File: src/rtl/simd_operand_dispatcher.sv
// Packs a serial operand stream into LANES-wide A/B vectors and sequences the PE lanes.
// Optional macro DISPATCH_DOUBLE_BUFFER_EN lets the next frame load while the lanes compute.
module simd_operand_dispatcher #(
    parameter int N     = 16,
    parameter int LANES = 4
) (
    input  logic               CLK,
    input  logic               RST,
    input  logic               IN_VALID,
    output logic               IN_READY,
    input  logic [N-1:0]       IN_DATA,
    input  logic [1:0]         IN_OP,
    output logic [LANES*N-1:0] PE_A,
    output logic [LANES*N-1:0] PE_B,
    output logic [1:0]         PE_OP,
    output logic               RST_MUL,
    output logic               PE_START,
    input  logic               PE_DONE,
    output logic               BUSY
);

    localparam int FW = 2 * LANES;
    localparam int CW = (FW > 1) ? $clog2(FW) : 1;
    localparam logic [CW-1:0] CNT_LAST = CW'(FW - 1);
    localparam logic [CW-1:0] CNT_ONE  = CW'(1);
    localparam logic [CW-1:0] CNT_ZERO = {CW{1'b0}};

    typedef enum logic [1:0] {
        S_LOAD  = 2'd0,
        S_CLEAR = 2'd1,
        S_ISSUE = 2'd2,
        S_WAIT  = 2'd3
    } state_t;

    state_t             state_q, state_d;
    logic [CW-1:0]      cnt_q, cnt_d;
    logic [LANES*N-1:0] stage_a_q, stage_a_d;
    logic [LANES*N-1:0] stage_b_q, stage_b_d;
    logic [1:0]         stage_op_q, stage_op_d;
    logic [LANES*N-1:0] pe_a_q, pe_a_d;
    logic [LANES*N-1:0] pe_b_q, pe_b_d;
    logic [1:0]         pe_op_q, pe_op_d;
    logic               rst_mul_q;
    logic               pe_start_q;
    logic               busy_q;
    logic               ready_s;
    logic               xfer_s;
    logic               last_s;
`ifdef DISPATCH_DOUBLE_BUFFER_EN
    logic               full_q, full_d;
`endif

    // Acceptance window: LOAD only, or also WAIT while the staging frame is not yet full
    always_comb begin
`ifdef DISPATCH_DOUBLE_BUFFER_EN
        ready_s = (state_q == S_LOAD) || ((state_q == S_WAIT) && !full_q);
`else
        ready_s = (state_q == S_LOAD);
`endif
        xfer_s = IN_VALID && ready_s;
        last_s = xfer_s && (cnt_q == CNT_LAST);
    end

    assign IN_READY = ready_s && !RST;

    // Next-state, staging writes and output-register loads
    always_comb begin
        state_d    = state_q;
        cnt_d      = cnt_q;
        stage_a_d  = stage_a_q;
        stage_b_d  = stage_b_q;
        stage_op_d = stage_op_q;
        pe_a_d     = pe_a_q;
        pe_b_d     = pe_b_q;
        pe_op_d    = pe_op_q;
`ifdef DISPATCH_DOUBLE_BUFFER_EN
        full_d     = full_q;
`endif
        if (xfer_s) begin
            cnt_d = last_s ? CNT_ZERO : (cnt_q + CNT_ONE);
            if (cnt_q == CNT_ZERO) begin
                stage_op_d = IN_OP;
            end else begin
                stage_op_d = stage_op_q;
            end
            for (int k = 0; k < LANES; k++) begin
                if (cnt_q == CW'(k)) begin
                    stage_a_d[k*N +: N] = IN_DATA;
                end else begin
                    stage_a_d[k*N +: N] = stage_a_q[k*N +: N];
                end
                if (cnt_q == CW'(LANES + k)) begin
                    stage_b_d[k*N +: N] = IN_DATA;
                end else begin
                    stage_b_d[k*N +: N] = stage_b_q[k*N +: N];
                end
            end
        end else begin
            cnt_d = cnt_q;
        end

        case (state_q)
            S_LOAD: begin
                if (last_s) begin
                    state_d = S_CLEAR;
                end else begin
                    state_d = S_LOAD;
                end
            end
            S_CLEAR: begin
                pe_a_d  = stage_a_q;
                pe_b_d  = stage_b_q;
                pe_op_d = stage_op_q;
                state_d = S_ISSUE;
            end
            S_ISSUE: begin
                state_d = S_WAIT;
            end
            S_WAIT: begin
`ifdef DISPATCH_DOUBLE_BUFFER_EN
                // A frame completing on the same edge as PE_DONE counts as staged
                if (PE_DONE) begin
                    if (full_q || last_s) begin
                        state_d = S_CLEAR;
                        full_d  = 1'b0;
                    end else begin
                        state_d = S_LOAD;
                    end
                end else begin
                    state_d = S_WAIT;
                    if (last_s) begin
                        full_d = 1'b1;
                    end else begin
                        full_d = full_q;
                    end
                end
`else
                if (PE_DONE) begin
                    state_d = S_LOAD;
                end else begin
                    state_d = S_WAIT;
                end
`endif
            end
            default: begin
                state_d = S_LOAD;
            end
        endcase
    end

    // State, staging and output registers; pulses are aligned with the CLEAR/ISSUE states
    always_ff @(posedge CLK or posedge RST) begin
        if (RST) begin
            state_q    <= S_LOAD;
            cnt_q      <= CNT_ZERO;
            stage_a_q  <= {(LANES*N){1'b0}};
            stage_b_q  <= {(LANES*N){1'b0}};
            stage_op_q <= 2'b00;
            pe_a_q     <= {(LANES*N){1'b0}};
            pe_b_q     <= {(LANES*N){1'b0}};
            pe_op_q    <= 2'b00;
            rst_mul_q  <= 1'b0;
            pe_start_q <= 1'b0;
            busy_q     <= 1'b0;
`ifdef DISPATCH_DOUBLE_BUFFER_EN
            full_q     <= 1'b0;
`endif
        end else begin
            state_q    <= state_d;
            cnt_q      <= cnt_d;
            stage_a_q  <= stage_a_d;
            stage_b_q  <= stage_b_d;
            stage_op_q <= stage_op_d;
            pe_a_q     <= pe_a_d;
            pe_b_q     <= pe_b_d;
            pe_op_q    <= pe_op_d;
            rst_mul_q  <= (state_d == S_CLEAR);
            pe_start_q <= (state_d == S_ISSUE);
            busy_q     <= (state_d != S_LOAD) || (cnt_d != CNT_ZERO);
`ifdef DISPATCH_DOUBLE_BUFFER_EN
            full_q     <= full_d;
`endif
        end
    end

    assign PE_A     = pe_a_q;
    assign PE_B     = pe_b_q;
    assign PE_OP    = pe_op_q;
    assign RST_MUL  = rst_mul_q;
    assign PE_START = pe_start_q;
    assign BUSY     = busy_q;

endmodule

File: config.mk
export PLATFORM = sky130hd
export DESIGN_NAME = simd_operand_dispatcher
export DESIGN_NICKNAME = d
export VERILOG_FILES = /design/src/rtl/simd_operand_dispatcher.sv
export SDC_FILE = /design/constraint.sdc
export NUM_CORES = 1
export LEC_CHECK = 0
export BUFFER_PORTS_ARGS = -buffer_cell sky130_fd_sc_hd__buf_2
export CAP_MARGIN = 20
export CORE_MARGIN = 1.5
export CORE_UTILIZATION = 45
export DETAILED_ROUTE_END_ITERATION = 8
export PLACE_DENSITY = 0.7
export SLEW_MARGIN = 10
export SYNTH_ARGS = -nofsm -noshare
export SYNTH_HDL_FRONTEND = slang
export SYNTH_SLANG_ARGS = --single-unit
File: constraint.sdc
create_clock -name CLK -period 19.62 [get_ports CLK]
set_input_delay 3.924 -clock CLK [delete_from_list [all_inputs] [get_ports CLK]]
set_output_delay 3.924 -clock CLK [all_outputs]
set_load 0.005 [all_outputs]
Word-level counts from Yosys, hierarchy flattened:

Index checks and enable logic that the tools add are counted.

* shifts and indexed selects: 0
* reductions and logical operators: 17
* eq/ne operators: 12
* div/mod/pow operators: 0
* order comparisons: 0
* multipliers: 0
* add/sub/neg operators: 1
* bitwise gates (word level): 0
* multiplexer cells: 5

Operators with widths (number)
* 2-bit AND reduction: 8
* 3-bit equality test, second input constant: 4
* 2-bit one-hot mux with 4 select lines: 1
* 2-bit equality test, second input constant: 3
* 3-bit by 2-bit equality test with 1-bit output, second input constant: 2
* 3-bit 2-to-1 mux: 2
* 2-bit by 1-bit equality test with 1-bit output, second input constant: 2
* 3-bit by 1-bit adder with 3-bit output, second input constant: 1
* 3-bit by 1-bit equality test with 1-bit output, second input constant: 1
* 1-bit logical AND: 3
* 3-bit logical NOT: 1
* 3-bit nonzero test: 1
* 2-bit logical NOT: 1
* 2-bit 2-to-1 mux: 1
* 2-bit nonzero test: 1
* 1-bit logical NOT: 1
* 1-bit logical OR: 1
* 1-bit 2-to-1 mux: 1

* bits of input ports: 22
* output and inout port bits: 134
* ROM bits: 0
* word-level logic and storage cells: 52
* memories kept: 0
* bits in writable memories: 0
* register bits after elaboration: 268
* bits in latches: 0

Longest topological paths before layout:

* word-level depth: 7
* depth in mapped cells: 8
* gate-level depth less buffers: 5

Worst setup path before layout:

Ideal clock, no wire load.

* path type: input to output
* start: in RST
* end: out IN_READY
* path slack: 11612 ps
* buffers on the path: 0
* arrival time: 4084 ps
* stages on the path: 1
* required time: 15696 ps
* cells stage by stage: nor3_1

* word-level cells in the longest chain between the ends: 2

RTL lines
* from (decl): RTL line 8 `input logic RST,`
* 1-bit logical NOT (no line)
* 1-bit logical AND: RTL line 64 `assign IN_READY = ready_s && !RST;`
* to (decl): RTL line 10 `output logic IN_READY,`

No other way between the ends.

Final worst setup path:

Same ends and word-level chain as after synthesis.

==> results by group <==
Outcome
  – Status: finished clean

Placed design
  – RePlAce Congestion: around 0.72
  – Port bufs: around 160
  – Hpwl dp: ~14000 µm
  – DP Area: around 11000 µm²

STA
  – Unrepaired setup endpoints after global routing: no
  – Period utilization: between 40% and 50%
  – Slew @ Worst Pin: about 0.95 ns
  – Rel. slew slack: between 30% and 40%
  – Clock Skews: between 0.009 and 0.01 ns
  – Final hold vios: 0
  – Fmax: around 0.12 GHz
  – Worst hold slack: around 0.46 ns
  – Slew Limit Fails: 0
  – Final TNS setup: 0 ns
  – Final setup fails: 0
  – Min Tclk post-route: between 8 and 9 ns

Synthesis
  – Post-synth EDFFs: 0
  – Avg Synthesized Cell Area: ~12 µm²
  – Register bit count reported by yosys: around 270
  – Cell area after synthesis: slightly above 10000 µm²
  – Post-synth cell types: 34
  – Post-synthesis net count: ~900
  – Syn Inst Count: 870
  – Ys async rst share: 100%
  – Ys flop type: dfrtp_1
  – Sequential fraction of the synthesis area: 64.9%
  – Ys Warns: 0
  – Yosys top cell area share: about two thirds
  – Largest area contributor in the synthesized netlist: dfrtp_1
  – Ranking of synthesized cells by area: dfrtp_1 (65%), nand2_1 (14%), mux2_2 (11%)

Layout
  – Share of cells above drive strength 1: roughly 33%
  – Fill count: roughly 2.0k
  – Nets: about 1.0k
  – Most common cell after layout, fill and taps aside: nand2_1
  – Commonest non-fill, non-tap cells in the layout: nand2_1 (390), dfrtp_1 (268), buf_2 (155)
  – Final core area utilization: 54.1%
  – Fin area: between 10000 and 15000 µm²
  – Seq. cell area: between 6000 and 7000 µm²
  – ANT cells: 0
  – Area Growth Syn to Fin: 18.3%
  – Multi-input logic area: 3370 µm²

Power
  – Max rail drop VDD: ~80 µV
  – Comb power frac: 25.9%
  – Switching Share: a little under a third
  – Net load switching power: slightly below 600 µW
  – Clk network pwr share: 26.6%
  – Design Power: 1920 µW
  – Leak pwr: between 0.006 and 0.007 µW
  – Internal: around 1300 µW
  – PwrDens: between 150 and 200 nW/µm²
  – Seq pwr share: between 40% and 50%

Drt
  – Starting DRT DRC Count: ~330
  – Final Routed Wirelength: roughly 22000 µm
  – Final ANT Viol Nets: 0
  – Routed len/inst: between 15 and 20 µm
  – Vias after detailed routing: about 6.5k
  – # DRC: 0
  – Drt first pass iters: 4
  – Vias/cell: 4.94

Worst setup path
  – Worst setup SP type: input port
  – CP endpoint kind: primary output
  – Crit path from: RST
  – CP Max Fanout: 2
  – Reg2reg end: PE_A[51]
  – Critical path data arrival time: 4.34 ns
  – Required @ worst endpoint: 15.70 ns
  – Critical path class: input port to primary output
  – R2r setup slk: between 15 and 20 ns
  – Worst R2R Path Depth: 5
  – Worst r2r src: state_q[0]
  – Critical path capture point: IN_READY

Clock network
  – CTS Buf Count: 28
  – Clock sink total: around 270
  – Postcts setup bufs: 0
  – CTS clk-pin slew, worst paths: 0.05 ns
  – Clk Latency, worst-skew pair: around 0.53 ns
  – Clk buf depth: 3
  – Post-CTS resize count: 0
  – Post-cts hold buffer count: 0
  – H-tree depth: 1
  – Root buffer cell: clkbuf_16
  – TritonCTS clock tree: done

Min path
  – Worst hold path type: flop to flop

Floorplan
  – DIE AREA: ~24000 µm²
  – Die height: approximately 150 µm
  – # rows: 55
  – # IOs: between 150 and 200
  – CORE AREA: about 23000 µm²
  – Initial core utilization: 45.8%
  – Die Wd: between 150 and 200 µm

Job
  – Max-cap violations: 0

GRT
  – Number of global-route vias before repair: approximately 6.6k
  – Tot GR Track Use: roughly 19%
  – First-pass GRT wire length: 36400 µm
  – Grt total ovfl: 0
  – Largest net degree at the start of global routing: between 100 and 150
  – Initial antenna violation count: 0
[cell families after synthesis]
logic type      share of synthesized area, %
simple gates                            15.8
mux                                     15.5
fa+ha+maj                              0.727
compound gates                         0.315
buf+inv                                 2.68
flops                                   64.9
[power groups by stage]
stage	sequential, µW	clock (µW)	combinational [µW]
6_report	915	512	498
5_1_grt	944	547	562
4_1_cts	915	524	509
3_5_place_dp	921	0	507
3_3_place_gp	913	0	488
2_1_floorplan	895	0	336
[sequential cells by signal (all words and copies together) (netlist names)]
name,flops
BUSY,1
state_q,2
PE_OP,2
stage_op_q,2
PE_START,1
stage_a_q,64
cnt_q,3
stage_b_q,64
PE_A,64
PE_B,64
RST_MUL,1
[routing by layer]
layer	vias up	track usage [%]	share of wire (%)
met5	-	0	0
met4	0	4.40	1.5
met3	30	3.08	4.6
met2	143	31.3	47
met1	3256	27.5	47
li1	3078	-	-
[layout make-up]
class,count,share of cell area [%]
Multi-Input combinational cell,551,27.6
Sequential cell,268,54.9
Inverter,8,0.328
Timing Repair Buffer,162,6.97
Clock inverter,4,0.369
Clock buffer,40,6.93
Tap cell,285,2.92
[worst max-delay path, stage by stage]
cell and delay (ns):
buf_2 0.14, nor3_1 0.14, buf_2 0.14
[stage by stage]
| stage | setup WS, ns | cells |
|---|---|---|
| final | 11.36 | 1318 |
| after global routing | 11.33 | 1318 |
| after detailed placement | 11.35 | 1272 |
| after global placement | 11.37 | 1272 |
| after CTS | 11.34 | 1316 |
| after floorplan | 8.31 | 870 |
[how the worst min path moves through the flow]
stage	slack [ns]	cells past startpoint	startpoint	endpoint
6_report	0.46	2	stage_b_q[3]	PE_B[3]
5_1_grt	0.48	2	stage_b_q[30]	PE_B[30]
4_1_cts	0.46	2	stage_b_q[3]	PE_B[3]
3_5_place_dp	0.44	2	stage_b_q[3]	PE_B[3]
3_3_place_gp	0.44	2	stage_b_q[0]	PE_B[0]
2_1_floorplan	0.43	2	stage_a_q[16]	PE_A[16]
[cells in the mapped netlist, types with 2 or more instances]
cell,number
nand2_1,390
dfrtp_1,268
mux2_2,98
mux2_4,30
buf_2,16
clkbuf_1,14
inv_1,7
ha_1,6
buf_1,5
buf_6,4
mux2i_1,3
buf_4,2
mux2_1,2
nand2_2,2
nand2b_1,2
nand3_4,2
nor2_1,2
Power figures use the tool's default switching activity.
